$ cat src/rtl/wb_host_slice.sv
// wb_host_slice: registered Wishbone slice between the Caravel management port
// and interconnect master 0, with a bus-timeout watchdog.
// FSM: IDLE -> REQ -> RESP -> IDLE, one outstanding classic-WB cycle.
// Optional feature macro: WB_HOST_SLICE_STATS_EN adds timeout statistics
// outputs (to_cnt_o, to_adr_o, to_irq_o). Without it the FSM is unchanged.
module wb_host_slice #(
    parameter int              AW          = 32,
    parameter int              DW          = 32,
    parameter int              TIMEOUT_CYC = 255,
    parameter logic [DW-1:0]   ERR_DATA    = DW'(32'hDEAD_BEEF)
) (
    input  logic               wb_clk_i,
    input  logic               rst_n,
    // upstream (SoC)
    input  logic               wbm_cyc_i,
    input  logic               wbm_stb_i,
    input  logic               wbm_we_i,
    input  logic [DW/8-1:0]    wbm_sel_i,
    input  logic [AW-1:0]      wbm_adr_i,
    input  logic [DW-1:0]      wbm_dat_i,
    output logic [DW-1:0]      wbm_dat_o,
    output logic               wbm_ack_o,
    output logic               wbm_err_o,
    // downstream (interconnect m0)
    output logic               wbs_cyc_o,
    output logic               wbs_stb_o,
    output logic               wbs_we_o,
    output logic [DW/8-1:0]    wbs_sel_o,
    output logic [AW-1:0]      wbs_adr_o,
    output logic [DW-1:0]      wbs_dat_o,
    input  logic [DW-1:0]      wbs_dat_i,
    input  logic               wbs_ack_i
`ifdef WB_HOST_SLICE_STATS_EN
    ,
    output logic [15:0]        to_cnt_o,
    output logic [AW-1:0]      to_adr_o,
    output logic               to_irq_o
`endif
);

    // Counter only needs to reach TIMEOUT_CYC-1.
    localparam int CW = (TIMEOUT_CYC > 2) ? $clog2(TIMEOUT_CYC) : 1;
    localparam logic [CW-1:0] CNT_LAST = CW'(TIMEOUT_CYC - 1);

    typedef enum logic [1:0] {
        IDLE = 2'd0,
        REQ  = 2'd1,
        RESP = 2'd2
    } state_t;

    state_t          state;
    logic [CW-1:0]   cnt;

    // Request/response FSM; every output is a register written here.
    always_ff @(posedge wb_clk_i or negedge rst_n) begin
        if (!rst_n) begin
            state     <= IDLE;
            cnt       <= '0;
            wbm_dat_o <= '0;
            wbm_ack_o <= 1'b0;
            wbm_err_o <= 1'b0;
            wbs_cyc_o <= 1'b0;
            wbs_stb_o <= 1'b0;
            wbs_we_o  <= 1'b0;
            wbs_sel_o <= '0;
            wbs_adr_o <= '0;
            wbs_dat_o <= '0;
`ifdef WB_HOST_SLICE_STATS_EN
            to_cnt_o  <= '0;
            to_adr_o  <= '0;
            to_irq_o  <= 1'b0;
`endif
        end else begin
            // ack/err/irq are single-cycle pulses by default
            wbm_ack_o <= 1'b0;
            wbm_err_o <= 1'b0;
`ifdef WB_HOST_SLICE_STATS_EN
            to_irq_o  <= 1'b0;
`endif
            case (state)
                IDLE: begin
                    if (wbm_cyc_i && wbm_stb_i) begin
                        wbs_we_o  <= wbm_we_i;
                        wbs_sel_o <= wbm_sel_i;
                        wbs_adr_o <= wbm_adr_i;
                        wbs_dat_o <= wbm_dat_i;
                        wbs_cyc_o <= 1'b1;
                        wbs_stb_o <= 1'b1;
                        cnt       <= '0;
                        state     <= REQ;
                    end
                end
                REQ: begin
                    if (!wbm_cyc_i) begin
                        // master abandoned the cycle: release the bus silently
                        wbs_cyc_o <= 1'b0;
                        wbs_stb_o <= 1'b0;
                        state     <= IDLE;
                    end else if (wbs_ack_i) begin
                        // ack beats a coincident timeout
                        wbm_dat_o <= wbs_dat_i;
                        wbm_ack_o <= 1'b1;
                        wbs_cyc_o <= 1'b0;
                        wbs_stb_o <= 1'b0;
                        state     <= RESP;
                    end else if (cnt == CNT_LAST) begin
                        wbm_dat_o <= ERR_DATA;
                        wbm_ack_o <= 1'b1;
                        wbm_err_o <= 1'b1;
                        wbs_cyc_o <= 1'b0;
                        wbs_stb_o <= 1'b0;
                        state     <= RESP;
`ifdef WB_HOST_SLICE_STATS_EN
                        to_irq_o  <= 1'b1;
                        to_adr_o  <= wbs_adr_o;
                        if (to_cnt_o != 16'hFFFF)
                            to_cnt_o <= to_cnt_o + 16'd1;
`endif
                    end else begin
                        cnt <= cnt + 1'b1;
                    end
                end
                RESP: begin
                    // ack is visible this cycle; master's lingering strobe is ignored
                    state <= IDLE;
                end
                default: state <= IDLE;
            endcase
        end
    end

endmodule
$ cat config.mk
export PLATFORM = sky130hd
export DESIGN_NAME = wb_host_slice
export DESIGN_NICKNAME = d
export VERILOG_FILES = /design/src/rtl/wb_host_slice.sv
export SDC_FILE = /design/constraint.sdc
export NUM_CORES = 1
export LEC_CHECK = 0
export CAP_MARGIN = 20
export CORE_MARGIN = 2
export CORE_UTILIZATION = 37
export DETAILED_ROUTE_END_ITERATION = 16
export PLACE_DENSITY = 0.75
export SYNTH_ARGS = -nofsm -noshare
export SYNTH_HDL_FRONTEND = slang
export SYNTH_SLANG_ARGS = --single-unit
$ cat constraint.sdc
create_clock -name wb_clk_i -period 1.9 [get_ports wb_clk_i]
set_input_delay 0.19 -clock wb_clk_i [delete_from_list [all_inputs] [get_ports wb_clk_i]]
set_output_delay 0.19 -clock wb_clk_i [all_outputs]
set_load 0.02 [all_outputs]
==> results_dict.tcl <==
set metrics [dict create \
    via_count 3238 \
    setup-tns-final_ps 0 \
    synth_top_family_by_area "multiplexers" \
    required_ps 2190 \
    hold_viol 0 \
    yosysTopAreaCellShare_pct 65.2 \
    antenna_found_initial 0 \
    ys_ff_latch 114 \
    grt_pass1_vias 3500 \
    clk-insertion-delay-late_ps 400 \
    grt-busiest-layer "met2" \
    synth_nets 397 \
    synth_cell_types 35 \
    ys_seq_area_share_pct 65.2 \
    grt_max_degree 46 \
    synth_adder_area_share_pct 0.572 \
    die_area_um2 12700 \
    setup_viol 0 \
    io_buffers 210 \
    wl_per_cell_um 16.6 \
    fmax_ghz 0.560 \
    regToRegStartpoint "cnt[0]$_DFFE_PN0P_" \
    syn_inst 289 \
    internal_power_mw 6.66 \
    status "completed" \
    cts_tree "yes" \
    finalCritPeriodShare_pct 93.9 \
    yosys_warnings 0 \
    combPwrFrac_pct 29.6 \
    post_cts_resized 0 \
    cts_setup_buffers 0 \
    num_io_pins 211 \
    die_y_um 113 \
    cts_sinks 114 \
    grt_setup_unrepaired "false" \
    synthMuxAreaShare_pct 18.0 \
    fin_cells 674 \
    final_common_cell "clkdlybuf4s50_1" \
    worstSetupStartpointType "flip-flop" \
    fp.dieW_um 113 \
    drive_gt1_share_pct 21.5 \
    routed_wl_um 11200 \
    startpoint "cnt[0]$_DFFE_PN0P_" \
    fin_util_pct 64.1 \
    critPathCapture "wbm_dat_o[20]$_DFFE_PN0P_" \
    drv_slew 0 \
    maxSlewHeadroom_pct 61.3 \
    cts_root_buffer "clkbuf_16" \
    synthSimpleGateAreaFrac_pct 4.38 \
    dp_cells 641 \
    crit_fanout 8 \
    synth_xor_xnor_area_share_pct 0 \
    r2r_cells 7 \
    final_cell_mix "clkdlybuf4s50_1, dfrtp_1, mux2_2" \
    syn_area_per_cell_um2 15.1 \
    slowest_delay_ps 380 \
    p_sw_mw 2.62 \
    htreeDepth 4 \
    gr-usage-met3_pct 4.28 \
    leakage_nw 3.06 \
    overflow 0 \
    grt_pass1_wl_um 18100 \
    grt_util_met1_pct 22.4 \
    cp.arrival_ps 2070 \
    async_flop_share_pct 100 \
    clockBufferDepth 2 \
    cts.hold.buffers_added 1 \
    cts_made_buffers 17 \
    grtUsageTotal_pct 18.3 \
    power.total_mw 9.29 \
    nets 626 \
    critPathCaptureType "flip-flop" \
    ant_nets 0 \
    place_hpwl_um 8200 \
    drt-initial-drc-count 200 \
    tightest_slew_ps 580 \
    crit_slowest_cell "dfrtp_1" \
    synth_compound_area_share_pct 8.55 \
    clk_pin_slew_ps 50 \
    grtUsageMet2_pct 31.1 \
    maxCapViolCount 0 \
    critPathKind "flip-flop to flip-flop" \
    reg2reg_to "wbm_dat_o[20]$_DFFE_PN0P_" \
    antenna-diode-count 0 \
    p_clk_share_pct 35.2 \
    netlist.top_cell.by_area "dfrtp_1" \
    finalCriticalPeriod_ps 1780 \
    r2r_slack_ps 120 \
    worstPathCellList "inv_1 > ha_1 > and4_4 > a21oi_2 > or2_1 > buf_12 > a22o_1" \
    finalClockSkew_ps 6.52 \
    p_sw_share_pct 28.2 \
    syn-cell-area_um2 4380 \
    drt-pass1-iter-count 4 \
    start_util_pct 38.2 \
    p_seq_share_pct 35.2 \
    min_path_type "input port to async pin" \
    coreArea_um2 11500 \
    ys_top_cells_by_area "dfrtp_1, mux2_2, o22a_1" \
    vias_per_cell 4.80 \
    syn2layout_area_growth_pct 67.9 \
    synth_edf_count 0 \
    power_density_nw_per_um2 1260 \
    place_congestion 0.698 \
    num_rows 39 \
    route.detailed.drc 0 \
    ys.flop_type "dfrtp_1" \
    ir_drop_uv 625 \
]
[cells by family (layout without fill, tap and decap cells)]
family,Yosys count,count (layout)
buffers and inverters,22,264
flip-flops,114,114
adder cells (fa/ha/maj),2,2
AND/OR/NAND/NOR,36,36
multiplexers,70,70
AO/OA/AOI/OAI,45,45
[per-stage QoR]
| step | setup slack, ps | hold WS (ps) | area, um2 |
|---|---|---|---|
| floorplan | 269 | -106 | 4380 |
| global placement | 119 | 226 | 6720 |
| detailed placement | 83.5 | 231 | 6720 |
| CTS | 103 | 352 | 7350 |
| global route | 53.5 | 364 | 7350 |
| finish | 115 | 342 | 7350 |
[layer usage]
layer,part of all wire (%),up-vias
met1,41,1576
met5,0,-
met2,52,140
met3,5.9,15
met4,1.5,0
li1,-,1507
[power groups by stage]
| stage | clock, mW | sequential, mW | combinational [mW] |
|---|---|---|---|
| 5_1_grt | 3.48 | 3.35 | 2.88 |
| 6_report | 3.27 | 3.27 | 2.75 |
| 3_3_place_gp | 0 | 3.28 | 2.73 |
| 3_5_place_dp | 0 | 3.31 | 2.77 |
| 4_1_cts | 3.33 | 3.28 | 2.78 |
| 2_1_floorplan | 0 | 3.94 | 0.592 |
[final cells by class]
cell class	instances	area (um2)
clock buffer	20	467
clock inverter	12	155
fill	866	4120
inverter	7	33.8
multi-input combinational	153	1380
sequential	114	2850
tap	143	179
timing repair buffer	225	2280
[worst max-delay path, delay by kind of cell (launching register included)]
| kind | cells | cell delay [ps] |
|---|---|---|
| adder cells (fa/ha/maj) | 1 | 160 |
| AND/OR/NAND/NOR | 2 | 570 |
| buffers and inverters | 2 | 280 |
| AO/OA/AOI/OAI | 2 | 280 |
| flip-flops | 1 | 380 |
[how the worst min path moves through the flow]
stage | startpoint | to | slack, ps | cells past startpoint
after floorplan | rst_n | cnt[0]$_DFFE_PN0P_ | -110 | 0
after global placement | rst_n | wbs_we_o$_DFFE_PN0P_ | 230 | 1
after detailed placement | rst_n | wbs_adr_o[31]$_DFFE_PN0P_ | 230 | 1
after CTS | rst_n | wbs_adr_o[31]$_DFFE_PN0P_ | 350 | 2
after global routing | wbs_dat_i[23] | wbm_dat_o[23]$_DFFE_PN0P_ | 360 | 2
final | rst_n | wbs_we_o$_DFFE_PN0P_ | 340 | 2
[flip-flops by register name, summed over array words and instances (netlist names)]
register   cells
wbm_err_o      1
wbs_we_o       1
state          2
wbs_adr_o     32
wbs_dat_o     32
wbm_dat_o     32
wbs_stb_o      1
cnt            8
wbs_sel_o      4
wbm_ack_o      1
[cells in the mapped netlist (all sizes together), types with 2 or more instances]
| master | count |
|---|---|
| o22a | 24 |
| nor2 | 9 |
| dfrtp | 114 |
| a22o | 8 |
| a21oi | 3 |
| a211o | 2 |
| and3 | 4 |
| buf | 11 |
| nand2 | 8 |
| o21ai | 2 |
| clkbuf | 4 |
| a31oi | 2 |
| nand3 | 5 |
| mux2 | 69 |
| nor3 | 4 |
| ha | 2 |
| inv | 7 |
Note: power is estimated with default switching activity, not from simulation.
